`config.mk`:
```
export PLATFORM = sky130hd
export DESIGN_NAME = cur_mb_loader_flat
export DESIGN_NICKNAME = d
export VERILOG_FILES = /design/src/rtl/cur_mb_loader_if.sv /design/src/rtl/cur_mb_loader.sv /design/src/flat_wrapper.sv
export SDC_FILE = /design/constraint.sdc
export NUM_CORES = 1
export LEC_CHECK = 0
export BUFFER_PORTS_ARGS = -buffer_cell sky130_fd_sc_hd__buf_2
export CORE_UTILIZATION = 56
export CTS_BUF_LIST = sky130_fd_sc_hd__clkbuf_4
export DETAILED_ROUTE_END_ITERATION = 8
export GPL_TIMING_DRIVEN = 0
export PLACE_DENSITY = 0.91
export SLEW_MARGIN = 0
export SYNTH_ARGS = -nofsm -noshare
export SYNTH_HDL_FRONTEND = slang
export SYNTH_SLANG_ARGS = --single-unit
```
`constraint.sdc`:
```
create_clock -name clk -period 4.4 [get_ports clk]
set_clock_uncertainty 0.15 [all_clocks]
set_input_delay 0.88 -clock clk [delete_from_list [all_inputs] [get_ports clk]]
set_output_delay 0.88 -clock clk [all_outputs]
set_load 0.02 [all_outputs]
```
`src/rtl/cur_mb_loader_if.sv`:
```
// Start/done handshake, frame-memory read port and cur_mb buffer write port of cur_mb_loader.
// master = the loader itself; slave = controller, frame memory and buffer side.
interface cur_mb_loader_if #(
    parameter int ADDR_W       = 32,
    parameter int PIC_W_MB_LEN = 8,
    parameter int PIC_H_MB_LEN = 8
);
    logic                    start_i;
    logic [PIC_W_MB_LEN-1:0] mb_x_i;
    logic [PIC_H_MB_LEN-1:0] mb_y_i;
    logic                    done_o;

    logic                    rd_req_o;
    logic [ADDR_W-1:0]       rd_addr_o;
    logic                    rd_ack_i;
    logic [31:0]             rd_data_i;

    logic                    cmb_wen_o;
    logic [6:0]              cmb_addr_o;
    logic [31:0]             cmb_data_o;

    modport master (
        input  start_i, mb_x_i, mb_y_i, rd_ack_i, rd_data_i,
        output done_o, rd_req_o, rd_addr_o, cmb_wen_o, cmb_addr_o, cmb_data_o
    );

    modport slave (
        output start_i, mb_x_i, mb_y_i, rd_ack_i, rd_data_i,
        input  done_o, rd_req_o, rd_addr_o, cmb_wen_o, cmb_addr_o, cmb_data_o
    );
endinterface

```
`src/rtl/cur_mb_loader.sv`:
```
// Fetches the current MB from planar frame memory into the cur_mb buffer (Y 0..63, Cb 64..79, Cr 80..95).
// Chroma planes are loaded only when CUR_MB_LOADER_CHROMA_EN is defined; otherwise luma only.
module cur_mb_loader #(
    parameter int ADDR_W       = 32,
    parameter int PIC_W_MB_LEN = 8,
    parameter int PIC_H_MB_LEN = 8
) (
    input  logic                    clk,
    input  logic                    rst_n,
    input  logic [PIC_W_MB_LEN-1:0] sys_x_total,
    input  logic [ADDR_W-1:0]       sys_luma_base,
    input  logic [ADDR_W-1:0]       sys_cb_base,
    input  logic [ADDR_W-1:0]       sys_cr_base,
    cur_mb_loader_if.master         bus
);
    localparam int DATA_W = 32;

    typedef enum logic [2:0] {
        S_IDLE,
        S_LUMA,
        S_CB,
        S_CR,
        S_FLUSH
    } state_t;

    state_t              state_q, state_d;
    logic [6:0]          word_q, word_d;
    logic [ADDR_W-1:0]   base_q, base_d;
    logic                done_q, done_d;
    logic                wen_q, wen_d;
    logic [6:0]          caddr_q, caddr_d;
    logic [DATA_W-1:0]   cdata_q, cdata_d;

    logic [ADDR_W-1:0]   wy;
    logic [ADDR_W-1:0]   y0;
    logic [1:0]          col;
    logic                busy;

    assign wy = (ADDR_W'(sys_x_total) + 1'b1) << 2;
    assign y0 = sys_luma_base + ((ADDR_W'(bus.mb_y_i) * wy) << 4) + (ADDR_W'(bus.mb_x_i) << 2);

`ifdef CUR_MB_LOADER_CHROMA_EN
    logic [ADDR_W-1:0]   cb0_q, cb0_d;
    logic [ADDR_W-1:0]   cr0_q, cr0_d;
    logic [ADDR_W-1:0]   wc;
    logic [ADDR_W-1:0]   c_off;

    assign wc    = (ADDR_W'(sys_x_total) + 1'b1) << 1;
    assign c_off = ((ADDR_W'(bus.mb_y_i) * wc) << 3) + (ADDR_W'(bus.mb_x_i) << 1);
`else
    logic unused_chroma;
    assign unused_chroma = ^{sys_cb_base, sys_cr_base};
`endif

    assign busy = (state_q == S_LUMA) || (state_q == S_CB) || (state_q == S_CR);
    // Word index low bits are the column: 4 words per luma row, 2 per chroma row.
    assign col  = (state_q == S_LUMA) ? word_q[1:0] : {1'b0, word_q[0]};

    assign bus.rd_req_o   = busy;
    assign bus.rd_addr_o  = busy ? (base_q + ADDR_W'(col)) : '0;
    assign bus.done_o     = done_q;
    assign bus.cmb_wen_o  = wen_q;
    assign bus.cmb_addr_o = caddr_q;
    assign bus.cmb_data_o = cdata_q;

    always_comb begin
        state_d = state_q;
        word_d  = word_q;
        base_d  = base_q;
        done_d  = done_q;
        wen_d   = 1'b0;
        caddr_d = caddr_q;
        cdata_d = cdata_q;
`ifdef CUR_MB_LOADER_CHROMA_EN
        cb0_d   = cb0_q;
        cr0_d   = cr0_q;
`endif
        case (state_q)
            S_IDLE: begin
                if (bus.start_i) begin
                    state_d = S_LUMA;
                    done_d  = 1'b0;
                    word_d  = '0;
                    base_d  = y0;
`ifdef CUR_MB_LOADER_CHROMA_EN
                    cb0_d   = sys_cb_base + c_off;
                    cr0_d   = sys_cr_base + c_off;
`endif
                end
            end
            S_LUMA, S_CB, S_CR: begin
                if (bus.rd_ack_i) begin
                    wen_d   = 1'b1;
                    caddr_d = word_q;
                    cdata_d = bus.rd_data_i;
                    word_d  = word_q + 7'd1;
                    if (state_q == S_LUMA) begin
                        if (word_q[1:0] == 2'd3) begin
                            base_d = base_q + wy;
                        end
                        if (word_q == 7'd63) begin
`ifdef CUR_MB_LOADER_CHROMA_EN
                            state_d = S_CB;
                            base_d  = cb0_q;
`else
                            state_d = S_FLUSH;
`endif
                        end
                    end
`ifdef CUR_MB_LOADER_CHROMA_EN
                    else begin
                        if (word_q[0]) begin
                            base_d = base_q + wc;
                        end
                        if (state_q == S_CB && word_q == 7'd79) begin
                            state_d = S_CR;
                            base_d  = cr0_q;
                        end
                        if (state_q == S_CR && word_q == 7'd95) begin
                            state_d = S_FLUSH;
                        end
                    end
`endif
                end
            end
            S_FLUSH: begin
                state_d = S_IDLE;
                done_d  = 1'b1;
            end
            default: begin
                state_d = S_IDLE;
            end
        endcase
    end

    always_ff @(posedge clk or negedge rst_n) begin
        if (!rst_n) begin
            state_q <= S_IDLE;
            word_q  <= '0;
            base_q  <= '0;
            done_q  <= 1'b0;
            wen_q   <= 1'b0;
            caddr_q <= '0;
            cdata_q <= '0;
        end else begin
            state_q <= state_d;
            word_q  <= word_d;
            base_q  <= base_d;
            done_q  <= done_d;
            wen_q   <= wen_d;
            caddr_q <= caddr_d;
            cdata_q <= cdata_d;
        end
    end

`ifdef CUR_MB_LOADER_CHROMA_EN
    always_ff @(posedge clk or negedge rst_n) begin
        if (!rst_n) begin
            cb0_q <= '0;
            cr0_q <= '0;
        end else begin
            cb0_q <= cb0_d;
            cr0_q <= cr0_d;
        end
    end
`endif
endmodule

```
`src/flat_wrapper.sv`:
```
// flat-port wrapper written by rule: the top's interface ports become plain ports
module cur_mb_loader_flat 
#(
    parameter int ADDR_W       = 32,
    parameter int PIC_W_MB_LEN = 8,
    parameter int PIC_H_MB_LEN = 8
)
  (clk, rst_n, sys_x_total, sys_luma_base, sys_cb_base, sys_cr_base, bus_start_i, bus_mb_x_i, bus_mb_y_i, bus_rd_ack_i, bus_rd_data_i, bus_done_o, bus_rd_req_o, bus_rd_addr_o, bus_cmb_wen_o, bus_cmb_addr_o, bus_cmb_data_o);
  cur_mb_loader_if #(.ADDR_W(ADDR_W), .PIC_W_MB_LEN(PIC_W_MB_LEN), .PIC_H_MB_LEN(PIC_H_MB_LEN)) bus_i ();
  input  logic clk;
  input  logic rst_n;
  input  logic [PIC_W_MB_LEN-1:0] sys_x_total;
  input  logic [ADDR_W-1:0] sys_luma_base;
  input  logic [ADDR_W-1:0] sys_cb_base;
  input  logic [ADDR_W-1:0] sys_cr_base;
  input wire logic [$bits(bus_i.start_i)-1:0] bus_start_i;
  input wire logic [$bits(bus_i.mb_x_i)-1:0] bus_mb_x_i;
  input wire logic [$bits(bus_i.mb_y_i)-1:0] bus_mb_y_i;
  input wire logic [$bits(bus_i.rd_ack_i)-1:0] bus_rd_ack_i;
  input wire logic [$bits(bus_i.rd_data_i)-1:0] bus_rd_data_i;
  output wire logic [$bits(bus_i.done_o)-1:0] bus_done_o;
  output wire logic [$bits(bus_i.rd_req_o)-1:0] bus_rd_req_o;
  output wire logic [$bits(bus_i.rd_addr_o)-1:0] bus_rd_addr_o;
  output wire logic [$bits(bus_i.cmb_wen_o)-1:0] bus_cmb_wen_o;
  output wire logic [$bits(bus_i.cmb_addr_o)-1:0] bus_cmb_addr_o;
  output wire logic [$bits(bus_i.cmb_data_o)-1:0] bus_cmb_data_o;
  assign bus_i.start_i = bus_start_i;
  assign bus_i.mb_x_i = bus_mb_x_i;
  assign bus_i.mb_y_i = bus_mb_y_i;
  assign bus_i.rd_ack_i = bus_rd_ack_i;
  assign bus_i.rd_data_i = bus_rd_data_i;
  assign bus_done_o = bus_i.done_o;
  assign bus_rd_req_o = bus_i.rd_req_o;
  assign bus_rd_addr_o = bus_i.rd_addr_o;
  assign bus_cmb_wen_o = bus_i.cmb_wen_o;
  assign bus_cmb_addr_o = bus_i.cmb_addr_o;
  assign bus_cmb_data_o = bus_i.cmb_data_o;
  cur_mb_loader #(.ADDR_W(ADDR_W), .PIC_W_MB_LEN(PIC_W_MB_LEN), .PIC_H_MB_LEN(PIC_H_MB_LEN)) u_core (.clk(clk), .rst_n(rst_n), .sys_x_total(sys_x_total), .sys_luma_base(sys_luma_base), .sys_cb_base(sys_cb_base), .sys_cr_base(sys_cr_base), .bus(bus_i));
endmodule
```
==> impl_metrics.json, run 1 <==
{
  "status": "finished with violations",
  "violations": "negative setup slack",
  "vias": 9389,
  "async_flop_share": 1.000,
  "start_kind": "input port",
  "setup_violations": 22,
  "crit_fanout": 4,
  "synth_nets": 1392,
  "via_per_inst": 6.026,
  "track_usage": 0.3352,
  "ios": 230,
  "die_w_um": 127.8,
  "place_area_um2": 10390,
  "syn_area_um2": 8865,
  "grt_pass1_wl_mm": 43.30,
  "fin_ws_ns": -3.078,
  "whs_ns": 0.09280,
  "ys.flop_type": "dfrtp_1",
  "die_y_um": 127.8,
  "worstMarginPinSlew_ns": 0.8328,
  "p_per_area_nw_per_um2": 843.7,
  "die_area_um2": 16340,
  "slowest_delay_ns": 0.57,
  "wl_mm": 30.17,
  "cts_tree": "yes",
  "path_class": "input port to flip-flop",
  "io_buffers": 165,
  "period_needed_ns": 7.478,
  "htree_levels": 3,
  "final_common_cell": "nand2_1",
  "syn_inst": 1091,
  "final_cell_mix": "nand2_1, buf_2, dfrtp_1",
  "grt_pass1_vias": 9007,
  "grt_overflow": 0,
  "hold_path_class": "input port to async pin",
  "fin_nets": 1642,
  "critical_path.most_common_cell": "fa_1",
  "yosysSeqAreaShare": 0.2315,
  "leakage_nw": 5.863,
  "max-slew-margin-rel": 0.4448,
  "rsz0062_at_grt": "true",
  "fp-row-count": 45,
  "dp_cells": 1468,
  "antenna_found_initial": 1,
  "max_freq_mhz": 133.7,
  "ys_types": 61,
  "fin_cells": 1558,
  "synth_enable_flop_cells": 0,
  "fill_cells": 902,
  "grt_max_degree": 71,
  "yosys_warnings": 0,
  "cts_inserted_buffers": 9,
  "final_layout_size_suffix_gt1_frac": 0.3202,
  "drtPass1Iterations": 8,
  "crit_path_start": "sys_x_total[1]",
  "arrival_ns": 7.70,
  "area_delta_synth_final_pct": 35.16,
  "core_area_um2": 15310,
  "final_area_um2": 11980,
  "hold_viol": 0,
  "cts_hold_buf": 0,
  "clock_latency_ns": 0.46,
  "setup_tns_ns": -48.07,
  "crit_slowest_cell": "fa_1",
  "cts_root_buffer": "clkbuf_4",
  "drc_errors": 0,
  "clock_sinks": 82,
  "clock_path_buffers": 2,
  "initial_core_util": 0.5788,
  "timing.rr.start": "u_core.base_q[2]",
  "cap_violations": 0,
  "fin_crit_sh": 1.700,
  "cts.clk_slew.worst_paths_ns": 0.15,
  "antenna_left": 0,
  "post-dp-hpwl_mm": 18.90,
  "wire_per_inst_um": 19.36,
  "ys_ff_latch": 82,
  "end_kind": "flip-flop",
  "maxSlewViolCount": 0,
  "syn_area_per_cell_um2": 8.125,
  "power_w": 0.01011,
  "gp_routability_congestion": 0.9252,
  "drt_iter0_drc": 665,
  "peakVddDrop_v": 0.0008805,
  "cp.required_ns": 4.62
}
-- through the flow --
step                        util  setup WS, ns
after CTS                 0.7484        -2.699
after global placement    0.6763        -3.698
final                     0.7824        -3.078
after global routing      0.7824        -3.193
after detailed placement  0.6783        -3.774
after floorplan                -        -2.877
-- worst paths after layout --
check,cells after the start,end,slack [ns]
min reg2reg,2,u_core.bus.cmb_data_o[12],0.34
max reg2reg,9,u_core.base_q[16],1.36
min in group clk,2,u_core.bus.cmb_data_o[12],0.34
min,1,u_core.bus.cmb_data_o[31],0.09
max in group asynchronous,2,u_core.bus.cmb_data_o[16],3.41
max,31,u_core.base_q[31],-3.08
-- registers in the layout (all words and copies together) (netlist names) --
| register | count |
|---|---|
| u_core.bus.done_o | 1 |
| u_core.word_q | 7 |
| u_core.bus.cmb_wen_o | 1 |
| u_core.base_q | 32 |
| u_core.state_q | 2 |
| u_core.bus.cmb_addr_o | 7 |
| u_core.bus.cmb_data_o | 32 |
-- Yosys cell counts (all sizes together), types with 28 or more instances --
library cell / n / area [µm²]
fa: 49 / 980.9
o21ai: 57 / 289.0
nand2: 209 / 784.5
ha: 96 / 1201
xor2: 30 / 262.8
clkbuf: 31 / 117.6
dfrtp: 82 / 2052
inv: 81 / 304.0
nand3: 28 / 140.1
nor2: 66 / 247.7
xnor2: 37 / 324.1
a21oi: 60 / 304.0
and2: 54 / 337.8
-- cells by family (layout without fill, tap and decap cells) --
group	count (synthesis)	after routing	synth area share
simple gates	450	450	0.2364
compound gates	229	229	0.1677
fa+ha+maj	145	145	0.2462
buf+inv	116	371	0.04968
flops	82	82	0.2315
xor+xnor	67	67	0.06620
mux	2	2	0.002399
other cells	0	1	0
-- cell type report --
type | count | area [µm²] | share of cell area
Clock buffer | 9 | 67.56 | 0.005639
Antenna cell | 1 | 2.502 | 0.0002089
Inverter | 81 | 307.8 | 0.02569
Timing Repair inverter | 1 | 5.005 | 0.0004177
Timing Repair Buffer | 244 | 1590 | 0.1327
Tap cell | 211 | 264.0 | 0.02203
Sequential cell | 82 | 2052 | 0.1713
Multi-Input combinational cell | 893 | 7448 | 0.6217
Clock inverter | 7 | 86.33 | 0.007206
Buffer | 29 | 157.7 | 0.01316
-- where the power goes --
group          internal, W  switching, W
Combinational      0.00381       0.00460
Sequential        0.000958      0.000260
Clock             0.000185      0.000295
Total              0.00496       0.00515
-- layer usage --
layer | up-vias | wire length, µm | track usage
met5 | - | 0 | 0
met4 | 0 | 1775 | 0.1702
met3 | 162 | 2203 | 0.04758
met2 | 581 | 15110 | 0.6065
met1 | 4415 | 11080 | 0.3855
li1 | 4231 | - | -
-- worst max-delay path, delay by kind of cell --
family,cells,cell delay (ns)
buffers and inverters,5,0.40
adder cells (fa/ha/maj),8,3.08
XOR/XNOR,2,0.36
AND/OR/NAND/NOR,7,1.30
AO/OA/AOI/OAI,9,1.65
-- repair_timing --
| action | CTS | global route |
|---|---|---|
| gates resized for setup | 118 | 79 |
| setup buffers | 52 | 28 |
| pin swaps | 79 | 74 |
| cloned | 1 | 0 |
| endpoints found under the setup margin | 48 | 32 |
Note: power is estimated with default switching activity, not from simulation.
==> inputs of run 2 (changes only) <==
PLACE_DENSITY = unset   (was 0.91)
PLACE_DENSITY_LB_ADDON = 0.05   (was unset)
REMOVE_ABC_BUFFERS = 1   (was unset)
SETUP_SLACK_MARGIN = 0.15   (was unset)
==> run 2 against run 1 <==
- the run still ends with negative setup slack left
- worst setup slack gained 0.13 ns
- flip-flop and latch count is the same
- critical path depth shrank 2
- via count shrank 2.7%
- maximum frequency grew 1.8%
- die area is the same
- highest routed layer unchanged
- core utilization grew 0.47 points
- clock power shrank 9.0%
- sequential power is essentially flat
- routed wire length shrank 4.1%
- global-route usage shrank 1.5 points
- critical path type unchanged
==> impl_metrics.json, run 2 (synthesized netlist as in run 1, its figures left out) <==
{
  "peakVddDrop_v": 0.0009972,
  "cts_tree": "yes",
  "leakage_nw": 5.835,
  "slowest_delay_ns": 0.54,
  "ios": 230,
  "max-slew-margin-rel": 0.04294,
  "maxSlewViolCount": 0,
  "max_freq_mhz": 136.2,
  "post-dp-hpwl_mm": 17.13,
  "drt_iter0_drc": 843,
  "antenna_left": 0,
  "dp_cells": 1434,
  "grt_max_degree": 57,
  "die_area_um2": 16340,
  "wl_mm": 28.94,
  "track_usage": 0.3203,
  "final_cell_mix": "nand2_1, buf_2, dfrtp_1",
  "drc_errors": 0,
  "clock_path_buffers": 2,
  "htree_levels": 3,
  "cts_inserted_buffers": 9,
  "fin_crit_sh": 1.669,
  "die_w_um": 127.8,
  "cts_hold_buf": 0,
  "grt_pass1_vias": 8440,
  "share_comb_of_total_power": 0.842,
  "violations": "negative setup slack",
  "cap_violations": 0,
  "cts_root_buffer": "clkbuf_4",
  "area_delta_synth_final_pct": 35.96,
  "hold_path_class": "input port to async pin",
  "p_sw_w": 0.005407,
  "power_w": 0.01067,
  "final_util": 0.7870,
  "critical_path.most_common_cell": "fa_1",
  "seq_power_share": 0.117,
  "core_area_um2": 15310,
  "final_layout_size_suffix_gt1_frac": 0.3474,
  "final_common_cell": "nand2_1",
  "setup_violations": 23,
  "start_kind": "input port",
  "wire_per_inst_um": 18.84,
  "vias": 9139,
  "period_needed_ns": 7.343,
  "fin_nets": 1620,
  "die_y_um": 127.8,
  "whs_ns": 0.1623,
  "clock_sinks": 82,
  "grt_pass1_wl_mm": 41.43,
  "fin_ws_ns": -2.943,
  "rsz0062_at_grt": "true",
  "grt_overflow": 0,
  "path_class": "input port to flip-flop",
  "p_per_area_nw_per_um2": 885.0,
  "antenna_found_initial": 1,
  "crit_fanout": 6,
  "hold_viol": 0,
  "via_per_inst": 5.950,
  "sw_frac_of_total": 0.5069,
  "cp_top_family": "adder cells",
  "arrival_ns": 7.57,
  "drtPass1Iterations": 8,
  "clock_latency_ns": 0.47,
  "fin_cells": 1536,
  "io_buffers": 165,
  "gp_routability_congestion": 0.9179,
  "fp-row-count": 45,
  "pwr-share-clk": 0.041,
  "worstMarginPinSlew_ns": 1.430,
  "status": "finished with violations",
  "cts.clk_slew.worst_paths_ns": 0.18,
  "initial_core_util": 0.5788,
  "cp.required_ns": 4.63,
  "fill_cells": 1033,
  "p_int_w": 0.005259,
  "crit_slowest_cell": "fa_1",
  "cp_num_buf_inv": 5,
  "end_kind": "flip-flop"
}
[run 2: cell types whose count changed in the layout (fill, tap and decap cells not counted), moves of 4 or more]
cell	change
a21oi_1	-5
a21oi_2	+7
buf_2	-4
buf_4	+8
buf_6	-6
clkbuf_1	-21
ha_1	-4
ha_2	-4
ha_4	+8
inv_1	-6
inv_2	+4
xnor2_1	-7
xnor2_2	+5
[run 2: worst reg2reg max path, cell delays in order, from the launching register on]
cell and delay (ns):
dfrtp_1 0.45, clkinvlp_4 0.13, nand2_8 0.07, clkinvlp_4 0.08
buf_4 0.24, nand2_2 0.50, inv_2 0.80, nand2_1 0.39
nor3_1 0.44, a211oi_1 0.17, o21ai_1 0.11
[run 2: cell type report]
class                           instances  area, µm²  share of cell area
Tap cell                              211      264.0             0.02190
Timing Repair Buffer                  248       1630              0.1353
Clock inverter                          7      68.82            0.005710
Multi-Input combinational cell        896       7647              0.6345
Inverter                               81      314.1             0.02606
Clock buffer                            9      67.56            0.005606
Timing Repair inverter                  1      5.005           0.0004152
Sequential cell                        82       2053              0.1704
Antenna cell                            1      2.502           0.0002076
[run 2: through the flow]
stage	worst slack, ns	instance area, µm²	setup TNS (ns)
2_1_floorplan	-3.257	8728	-57.68
3_3_place_gp	-4.564	9818	-159.32
3_5_place_dp	-4.571	9872	-98.69
4_1_cts	-2.804	11480	-41.05
5_1_grt	-3.101	12050	-49.06
6_report	-2.943	12050	-46.03
[run 2: routing by layer]
metal | wire (µm) | vias up | track usage
met1 | 11400 | 4312 | 0.4090
met5 | 0 | - | 0
li1 | - | 4182 | -
met4 | 1346 | 0 | 0.1204
met3 | 2205 | 153 | 0.04257
met2 | 13990 | 492 | 0.5531
[run 2: path summary, 6_finish.rpt]
kind / startpoint / to / slack, ns / cells after the start
setup / recovery: sys_x_total[0] / u_core.base_q[31] / -2.94 / 29
hold / removal: rst_n / u_core.base_q[30] / 0.16 / 1
setup reg to reg: u_core.state_q[2] / u_core.base_q[29] / 0.83 / 10
hold reg to reg: u_core.bus.cmb_data_o[1] / u_core.bus.cmb_data_o[1] / 0.34 / 2
max in group asynchronous: rst_n / u_core.base_q[3] / 3.30 / 2
min in group clk: u_core.bus.cmb_data_o[1] / u_core.bus.cmb_data_o[1] / 0.34 / 2
[run 2: what timing repair did]
action / in CTS / in global routing
endpoints found under the setup margin: 60 / 37
buffers inserted: 56 / 25
pin swaps: 82 / 83
gates resized for setup: 203 / 85
gates cloned: 3 / 1
[run 2: power by group through the flow]
stage	sequential [W]	combinational [W]	clock [W]
floorplan	0.00125	0.00363	0
global placement	0.00124	0.00479	0
detailed placement	0.00124	0.00485	0
CTS	0.00123	0.00691	0.000446
global route	0.00128	0.00938	0.000476
finish	0.00125	0.00898	0.000437
==> inputs of run 3 (changes only) <==
BUFFER_PORTS_ARGS = -buffer_cell sky130_fd_sc_hd__buf_4   (was -buffer_cell sky130_fd_sc_hd__buf_2)
HOLD_SLACK_MARGIN = 0.05   (was unset)
==> run 3 against run 2 <==
- the flow still finishes with violations (negative setup slack)
- maximum frequency decreased by 2.3%
- via count increased by 6.9%
- routed wire length increased by 14%
- critical path type unchanged
- largest cell class unchanged
==> impl_metrics.json, run 3 (synthesized netlist as in run 1, its figures left out) <==
{
  "status": "finished with violations",
  "violations": "negative setup slack",
  "via_per_inst": 6.265,
  "maxSlewViolCount": 0,
  "cp.required_ns": 4.62,
  "leakage_nw": 6.081,
  "crit_slowest_cell": "fa_1",
  "period_needed_ns": 7.515,
  "fin_nets": 1644,
  "antenna_left": 0,
  "track_usage": 0.3367,
  "rsz0062_at_grt": "true",
  "drt_iter0_drc": 1108,
  "max-slew-margin-rel": 0.01821,
  "dp_slack_ns": -4.505,
  "clock_latency_ns": 0.46,
  "cts_inserted_buffers": 9,
  "peakVddDrop_v": 0.001091,
  "max_freq_mhz": 133.1,
  "die_area_um2": 16340,
  "ios": 230,
  "start_kind": "input port",
  "grt_pass1_wl_mm": 43.46,
  "die_y_um": 127.8,
  "arrival_ns": 7.74,
  "fin_ws_ns": -3.115,
  "cts_hold_buf": 0,
  "clock_sinks": 82,
  "place_area_um2": 10250,
  "grt_max_degree": 83,
  "power_w": 0.01110,
  "cts_tree": "yes",
  "setup_violations": 23,
  "final_area_um2": 12690,
  "end_kind": "flip-flop",
  "final_cell_mix": "buf_4, nand2_1, dfrtp_1",
  "cts.clk_slew.worst_paths_ns": 0.17,
  "fin_crit_sh": 1.708,
  "wl_mm": 33.01,
  "fp-row-count": 45,
  "wire_per_inst_um": 21.16,
  "worstMarginPinSlew_ns": 1.467,
  "area_delta_synth_final_pct": 43.12,
  "grt_overflow": 0,
  "drc_errors": 0,
  "vias": 9773,
  "post-dp-hpwl_mm": 17.35,
  "drtPass1Iterations": 7,
  "multiInputGateArea_um2": 7705,
  "slowest_delay_ns": 0.51,
  "final_common_cell": "buf_4",
  "initial_core_util": 0.5788,
  "clock_path_buffers": 2,
  "die_w_um": 127.8,
  "io_buffers": 165,
  "final_layout_size_suffix_gt1_frac": 0.3568,
  "grt_pass1_vias": 8864,
  "crit_fanout": 4,
  "cts_root_buffer": "clkbuf_4",
  "cap_violations": 0,
  "critical_path.most_common_cell": "fa_1",
  "fill_cells": 886,
  "p_per_area_nw_per_um2": 874.8,
  "hold_viol": 0,
  "path_class": "input port to flip-flop",
  "core_area_um2": 15310,
  "antenna_found_initial": 2,
  "gp_routability_congestion": 0.9128,
  "hold_path_class": "flip-flop to flip-flop",
  "htree_levels": 3,
  "regArea_um2": 2053
}
==> run 3: changes by cell type in the layout (fill, tap and decap cells not counted), moves of 4 or more <==
cell | previous run | this run
buf_4 | 60 | 236
buf_2 | 157 | 0
buf_6 | 25 | 32
inv_1 | 58 | 62
inv_2 | 20 | 16
xnor2_1 | 23 | 27
xnor2_2 | 9 | 5
==> run 3: where the power goes <==
group | total [W] | internal [W] | switching [W]
sequential | 0.00126 | 0.000958 | 0.000299
combinational | 0.00939 | 0.00443 | 0.00496
clock | 0.000450 | 0.000133 | 0.000317
==> run 3: layer usage <==
| layer | GRT usage | wire (µm) |
|---|---|---|
| met3 | 0.05634 | 3580 |
| met5 | 0 | 13 |
| met4 | 0.1488 | 1619 |
| met1 | 0.4122 | 12240 |
| met2 | 0.5834 | 15560 |
==> run 3: area by class of cell <==
cell class | instances | share of cell area
Clock buffer | 9 | 0.005325
Tap cell | 211 | 0.02081
Antenna cell | 1 | 0.0001972
Clock inverter | 7 | 0.005819
Timing Repair Buffer | 272 | 0.1736
Sequential cell | 82 | 0.1618
Multi-Input combinational cell | 896 | 0.6073
Inverter | 81 | 0.02475
Timing Repair inverter | 1 | 0.0003945
==> run 3: final timing paths <==
| check | from | endpoint | depth (start not counted) | slack (ns) |
|---|---|---|---|---|
| setup / recovery | sys_x_total[4] | u_core.base_q[31] | 31 | -3.11 |
| hold / removal | u_core.bus.cmb_addr_o[5] | u_core.bus.cmb_addr_o[5] | 2 | 0.34 |
| setup reg to reg | u_core.state_q[2] | u_core.base_q[29] | 11 | 0.86 |
| hold reg to reg | u_core.bus.cmb_addr_o[5] | u_core.bus.cmb_addr_o[5] | 2 | 0.34 |
| max in group asynchronous | rst_n | u_core.base_q[3] | 1 | 3.00 |
| min in group asynchronous | rst_n | u_core.bus.cmb_data_o[31] | 1 | 0.42 |
==> run 3: through the flow <==
step,std cells,utilization,hold slack [ns],setup TNS [ns]
after CTS,1513,0.7728,0.3475,-41.64
final,1560,0.8284,0.3421,-49.85
after global placement,1432,0.6681,0.3052,-157.82
after floorplan,1056,-,0.2933,-57.68
after detailed placement,1433,0.6696,0.3137,-95.55
after global routing,1560,0.8284,0.3682,-51.63
==> run 3: repair_timing <==
action / 4_1_cts / 5_1_grt
pin swaps: 75 / 116
setup buffers: 61 / 45
setup endpoints to repair: 60 / 37
cloned: 3 / 1
gates resized for setup: 181 / 111
==> run 3: critical path, delay by kind of cell <==
| family | cells | cell delay [ns] |
|---|---|---|
| AND/OR/NAND/NOR | 9 | 1.63 |
| adder cells (fa/ha/maj) | 7 | 2.81 |
| AO/OA/AOI/OAI | 9 | 1.64 |
| XOR/XNOR | 2 | 0.39 |
| buffers and inverters | 4 | 0.38 |
